$ cat src/rtl/bg_addr_gen.sv
// 2-D address/stream generator driving one SPM bank group in random-access mode.
// A start descriptor (base, inner/outer stride and count) becomes registered en/we/re/addr/din strobes.
module bg_addr_gen #(
  parameter int unsigned DATA_W = 32,
  parameter int unsigned ADDR_W = 10,
  parameter int unsigned CNT_W  = 10
) (
  input  logic              clk,
  input  logic              rst,
  input  logic              cfg_start_i,
  input  logic              cfg_dir_i,
  input  logic [ADDR_W-1:0] cfg_base_i,
  input  logic [ADDR_W-1:0] cfg_istride_i,
  input  logic [CNT_W-1:0]  cfg_icount_i,
  input  logic [ADDR_W-1:0] cfg_ostride_i,
  input  logic [CNT_W-1:0]  cfg_ocount_i,
  input  logic              cfg_abort_i,
  input  logic [DATA_W-1:0] s_data_i,
  input  logic              s_valid_i,
  output logic              s_ready_o,
  output logic              en_o,
  output logic              we_o,
  output logic              re_o,
  output logic [ADDR_W-1:0] addr_o,
  output logic [DATA_W-1:0] din_o,
  output logic              busy_o,
  output logic              done_o
);

  typedef enum logic [1:0] {
    StIdle,
    StRun,
    StDone
  } state_e;

  state_e              r_state;
  logic                r_dir;
  logic [ADDR_W-1:0]   r_istride;
  logic [ADDR_W-1:0]   r_ostride;
  logic [CNT_W-1:0]    r_icount;
  logic [CNT_W-1:0]    r_ocount;
  logic [CNT_W-1:0]    r_i_idx;
  logic [CNT_W-1:0]    r_o_idx;
  logic [ADDR_W-1:0]   r_cur_addr;
  logic [ADDR_W-1:0]   r_row_base;
  logic                r_en;
  logic                r_we;
  logic                r_re;
  logic [ADDR_W-1:0]   r_addr;
  logic [DATA_W-1:0]   r_din;

  logic                w_run;
  logic                w_beat;
  logic                w_last_i;
  logic                w_last_o;
  logic [ADDR_W-1:0]   w_next_row;

  assign w_run      = (r_state == StRun);
  // Reads issue every cycle; writes only on an accepted stream beat.
  assign w_beat     = w_run && (r_dir || s_valid_i);
  assign w_last_i   = (r_i_idx == r_icount - CNT_W'(1));
  assign w_last_o   = (r_o_idx == r_ocount - CNT_W'(1));
  assign w_next_row = r_row_base + r_ostride;

  assign s_ready_o = w_run && !r_dir;
  assign en_o      = r_en;
  assign we_o      = r_we;
  assign re_o      = r_re;
  assign addr_o    = r_addr;
  assign din_o     = r_din;
  assign busy_o    = (r_state != StIdle);
  assign done_o    = (r_state == StDone);

  always_ff @(posedge clk) begin
    if (rst) begin
      r_state    <= StIdle;
      r_dir      <= 1'b0;
      r_istride  <= '0;
      r_ostride  <= '0;
      r_icount   <= '0;
      r_ocount   <= '0;
      r_i_idx    <= '0;
      r_o_idx    <= '0;
      r_cur_addr <= '0;
      r_row_base <= '0;
      r_en       <= 1'b0;
      r_we       <= 1'b0;
      r_re       <= 1'b0;
      r_addr     <= '0;
      r_din      <= '0;
    end else begin
      r_en <= 1'b0;
      r_we <= 1'b0;
      r_re <= 1'b0;
      unique case (r_state)
        StIdle: begin
          if (cfg_start_i) begin
            r_dir      <= cfg_dir_i;
            r_istride  <= cfg_istride_i;
            r_ostride  <= cfg_ostride_i;
            r_icount   <= cfg_icount_i;
            r_ocount   <= cfg_ocount_i;
            r_i_idx    <= '0;
            r_o_idx    <= '0;
            r_cur_addr <= cfg_base_i;
            r_row_base <= cfg_base_i;
            if ((cfg_icount_i != '0) && (cfg_ocount_i != '0)) begin
              r_state <= StRun;
            end else begin
              r_state <= StDone;
            end
          end
        end
        StRun: begin
          if (cfg_abort_i) begin
            // Any beat accepted in this cycle is dropped.
            r_state <= StIdle;
          end else if (w_beat) begin
            r_en   <= 1'b1;
            r_we   <= !r_dir;
            r_re   <= r_dir;
            r_addr <= r_cur_addr;
            if (!r_dir) begin
              r_din <= s_data_i;
            end
            if (w_last_i) begin
              r_i_idx    <= '0;
              r_o_idx    <= r_o_idx + CNT_W'(1);
              r_row_base <= w_next_row;
              r_cur_addr <= w_next_row;
              if (w_last_o) begin
                r_state <= StDone;
              end
            end else begin
              r_i_idx    <= r_i_idx + CNT_W'(1);
              r_cur_addr <= r_cur_addr + r_istride;
            end
          end
        end
        StDone: begin
          r_state <= StIdle;
        end
        default: begin
          r_state <= StIdle;
        end
      endcase
    end
  end

endmodule
$ cat config.mk
export PLATFORM = sky130hd
export DESIGN_NAME = bg_addr_gen
export DESIGN_NICKNAME = d
export VERILOG_FILES = /design/src/rtl/bg_addr_gen.sv
export SDC_FILE = /design/constraint.sdc
export NUM_CORES = 1
export LEC_CHECK = 0
export BUFFER_PORTS_ARGS = -buffer_cell sky130_fd_sc_hd__buf_4
export CELL_PAD_IN_SITES_DETAIL_PLACEMENT = 0
export CELL_PAD_IN_SITES_GLOBAL_PLACEMENT = 1
export CORE_ASPECT_RATIO = 2
export CORE_MARGIN = 2
export CORE_UTILIZATION = 25
export CTS_CLUSTER_SIZE = 28
export DETAILED_ROUTE_END_ITERATION = 16
export PLACE_DENSITY = 0.52
export SLEW_MARGIN = 40
export SYNTH_ARGS = -nofsm -noshare
export SYNTH_HDL_FRONTEND = slang
export SYNTH_SLANG_ARGS = --single-unit
$ cat constraint.sdc
create_clock -name clk -period 5.2 [get_ports clk]
set_clock_uncertainty 0.1 [all_clocks]
set_input_delay 0.26 -clock clk [delete_from_list [all_inputs] [get_ports clk]]
set_output_delay 0.26 -clock clk [all_outputs]
set_load 0.05 [all_outputs]
Yosys cells after proc, flatten, opt, wreduce, memory -nomap -nowiden
Index checks and enable logic that the tools add are counted.

Add/subtract/negate cells: 6. Equal/unequal tests: 11. Mux-type cells: 26. Bitwise operators: 4. Reductions and logical operators: 18.

Operator list (number): $mux W10 (14); $pmux W10 S2 (4); $add A10 B1 Y10 const B (2); $add A10 B10 Y10 (2); $eq A10 B10 Y1 (2); $reduce_bool A10 Y1 (2); $sub A10 B1 Y10 const B (2); $mux W2 (6); $reduce_and A4 Y1 (3); $ne A3 B2 Y1 const B (3); $reduce_and A5 Y1 (1); $ne A2 B1 Y1 const B (2); $ne A2 B2 Y1 const B (2); $not A1 Y1 (4); $pmux W2 S2 (1); $reduce_bool A2 Y1 (2); $reduce_or A4 Y1 (1); $logic_and A1 B1 Y1 (3); $reduce_and A3 Y1 (1); $reduce_or A3 Y1 (1); $eq A2 B1 Y1 const B (1); $eq A2 B2 Y1 const B (1); $logic_not A2 Y1 (1); $reduce_and A2 Y1 (1); 3 further kinds (3).

Register bits: 128. Output and inout bits: 48.

Logic depth before layout (Yosys ltp)
Word-level depth: 7. Mapped depth: 11. Gate-level depth less buffers: 10.

Worst setup path after synthesis
Ideal clock, no wire load.

Kind: reg2reg. From: register r_icount[0]. To: register r_o_idx[8]. Setup time: 59 ps. Arrival time: 2349 ps. Setup slack: 2692 ps. Stages on the path, launching flop included: 11. Path buffers: 1. Period minus slack after synthesis: 2508 ps. Cell sequence: dfxtp_1 -> inv_1 -> ha_1 -> nor2b_1 -> or3_1 -> a31oi_1 -> and4_4 -> a21oi_4 -> buf_6 -> or4_1 -> nand2_1.

Word-level cells in the longest chain between the ends: 4.

RTL lines: start: declaration (RTL line 40) `logic [CNT_W-1:0] r_icount;`; start signal: assignment (RTL line 101) `r_icount <= cfg_icount_i;`; $sub A10 B1 Y10 (RTL line 61) `assign w_last_i = (r_i_idx == r_icount - CNT_W'(1));`; $eq A10 B10 Y1 (RTL line 61); $ne A2 B1 Y1 (no source line); $reduce_and A5 Y1 (no source line); end signal: assignment (RTL line 128) `r_o_idx <= r_o_idx + CNT_W'(1);`; end: declaration (RTL line 43) `logic [CNT_W-1:0] r_o_idx;`.

Every way passes these cells. A chain may end at the register's enable or synchronous reset.

Final worst setup path
From: register r_icount[0]. To: register r_cur_addr[0].

Word-level cells in the longest chain between the ends: 6.

RTL lines: $sub A10 B1 Y10 (RTL line 61); $eq A10 B10 Y1 (RTL line 61); $mux W10 (RTL line 126) `if (w_last_i) begin`; $mux W10 (RTL line 118) `end else if (w_beat) begin`; $mux W10 (RTL line 115) `if (cfg_abort_i) begin`; $pmux W10 S2 (RTL line 95) `unique case (r_state)`; end signal: assignment (RTL line 105) `r_cur_addr <= cfg_base_i;`; end signal: assignment (RTL line 130) `r_cur_addr <= w_next_row;`; end signal: assignment (RTL line 136) `r_cur_addr <= r_cur_addr + r_istride;`; end: declaration (RTL line 44) `logic [ADDR_W-1:0] r_cur_addr;`.

Every way passes these cells. The select of a mux whose other input is x is not followed.

==> impl_metrics.ini <==
[status]
status = completed

[global_routing]
gr-usage-all-layers_pct = 17.4
grt_pass1_wl_um = 35100
grt_max_degree = 76
grt_pass1_vias = 6508
antenna_found_initial = 0
overflow = 0

[clocking]
numClockSinks = 128
clockBufferDepth = 2
ctsRootBufferMaster = clkbuf_16
htreeDepth = 4
cts_tree = done
clock_latency_ns = 0.45
clkSlewWorstSetupHoldPaths_ns = 0.06
cts_setup_buffers = 0
cts_made_buffers = 17

[finish]
diodes = 0
mostFrequentLayoutCells = 194 x nand2_1, 141 x buf_4, 128 x dfxtp_1
layout_commonest_cell = nand2_1
nets = 1110
drive_above_1_share_pct = 19.6
area_growth_pct = 41.9

[synthesis]
synth_enable_flop_cells = 0
synthArstFlopShare_pct = 0
yosys.area.top_type_share_pct = 40.0
syn_avg_cell_area_sq_um = 7.87
synth_seq_cells = 128
syn_area_sq_um = 6400
yosys_most_used_dff = dfxtp_1
synthesis.nets = 925
yosys.area.top_type = dfxtp_1
synth_cell_types = 64
yosysSeqAreaShare_pct = 40.0
synth_warnings = 0
ys_top_cells_by_area = dfxtp_1 40%, nand2_1 11%, a21oi_1 8.4%, ha_1 4.3%, xnor2_1 3.3%
synth_cells = 813

[timing]
min_period_over_period_pct = 57.2
tightest_slew_ns = 0.906
timing.setup.tns_ns = 0
maxSlewViolCount = 0
hold_viol = 0
slew-limit-headroom_pct = 39.1
fin_ws_ns = 2.23
period_minus_slack_ns = 2.97
rsz0062_at_grt = false
setup_viol_count_final = 0
fmax_mhz = 336

[routing]
vias = 6352
wl_um = 22500
viasPerCell = 4.72
detail_route.wl_per_cell_um = 16.7
drc_errors = 0
drt_iter0_markers = 275
dr.pass1.iters = 4
ant_nets = 0

[hold_path]
min_path_type = in -> reg

[floorplanning]
die_x_um = 117
start_util_pct = 25.5
pin_count = 136
core_area_sq_um = 25100
dieHeight_um = 230
die-area_sq_um = 27000
rows = 82

[setup_path]
required_ns = 5.44
startpoint_type = register
crit_arrival_ns = 3.21
critPathKind = reg -> reg
cp-end-kind = register
cp_max_fo = 14

[placement]
hpwl_um = 16300
globalplace.congestion = 0.784
io_buffers = 135
place_ws_ns = 2.22

[power]
peakVddDrop_mv = 0.202
p_leak_nw = 3.59
cellPowerDensity_nw_per_um2 = 325

[run]
maxCapViolations = 0
[stage by stage]
| stage | util [%] | hold WS [ns] | power (W) | instances | area, sq um |
|---|---|---|---|---|---|
| floorplan | - | 0.296 | 0.00138 | 813 | 6400 |
| global placement | 30.6 | 0.343 | 0.00156 | 1244 | 7690 |
| detailed placement | 30.6 | 0.347 | 0.00155 | 1244 | 7700 |
| CTS | 36.1 | 0.00485 | 0.00300 | 1347 | 9080 |
| global route | 36.1 | 0.0170 | 0.00309 | 1347 | 9080 |
| finish | 36.1 | 0.0195 | 0.00295 | 1347 | 9080 |
[worst paths after layout]
path,start,to,slack [ns],cells past startpoint
hold / removal,cfg_ocount_i[8],r_ocount[8],0.02,3
hold reg to reg,din_o[10],din_o[10],0.35,2
setup / recovery,r_icount[0],r_cur_addr[0],2.23,9
setup reg to reg,r_icount[0],r_cur_addr[0],2.23,9
[metal layers]
layer	vias up	GRT usage (%)	wire length (um)
li1	3197	-	-
met4	0	7.83	775
met5	-	0	0
met3	37	4.27	808
met1	3000	17.8	8490
met2	118	32.0	12400
[critical path, stage by stage (launching register included)]
cell and delay (ns):
dfxtp_1 0.43, inv_1 0.07, ha_1 0.29, nor2b_1 0.16, or3_1 0.35, a31oi_1 0.24
and4_4 0.31, nand2_1 0.33, o41a_1 0.46, o211a_1 0.13
[area by class of cell]
class                   instances  area, sq um
clock buffers                  18          439
clock inverters                14          228
fillers                      2691        16100
inverters                      17         63.8
multi-input cells             621         3590
flip-flops and latches        128         2560
well taps                     336          420
repair buffers                213         1780
[flip-flops by register name (all words and copies together), names as in the netlist]
register,flops
r_state,2
r_row_base,10
r_dir,1
r_istride,10
re_o,1
we_o,1
r_o_idx,10
din_o,32
r_i_idx,10
r_ostride,10
addr_o,10
r_ocount,10
en_o,1
r_cur_addr,10
r_icount,10
[cell families after synthesis]
kind of cell             Yosys count  share of synthesized area (%)
AO/OA/AOI/OAI                    190                           18.7
XOR/XNOR                          45                           6.16
adder cells (fa/ha/maj)           24                           4.93
buffers and inverters             64                           4.10
flip-flops                       128                           40.0
multiplexers                       3                          0.489
AND/OR/NAND/NOR                  359                           25.6
[synth_stat cells, types with 6 or more instances]
master	n
or4_1	9
nor2_1	53
nand2_1	194
nor2b_1	11
xor2_1	21
a31oi_1	6
clkbuf_1	40
o21ai_0	19
inv_1	17
nor4_1	7
dfxtp_1	128
ha_1	22
nand3_1	18
or3_1	8
nand4_1	11
o21a_1	8
nor3_1	18
xnor2_1	24
a21oi_1	108
[power breakdown]
group	internal, W	leakage [nW]	switching (W)
combinational	0.000217	2.23	0.000273
sequential	0.00103	1.04	0.0000494
clock	0.000872	0.316	0.000511
total	0.00212	3.59	0.000833
[repair_timing]
action / 4_1_cts / 5_1_grt
hold buffers: 71 / 0
gates resized for setup: 0 / 0
hold endpoints to repair: 71 / 0
No activity file was read; power rests on OpenSTA's default activity.
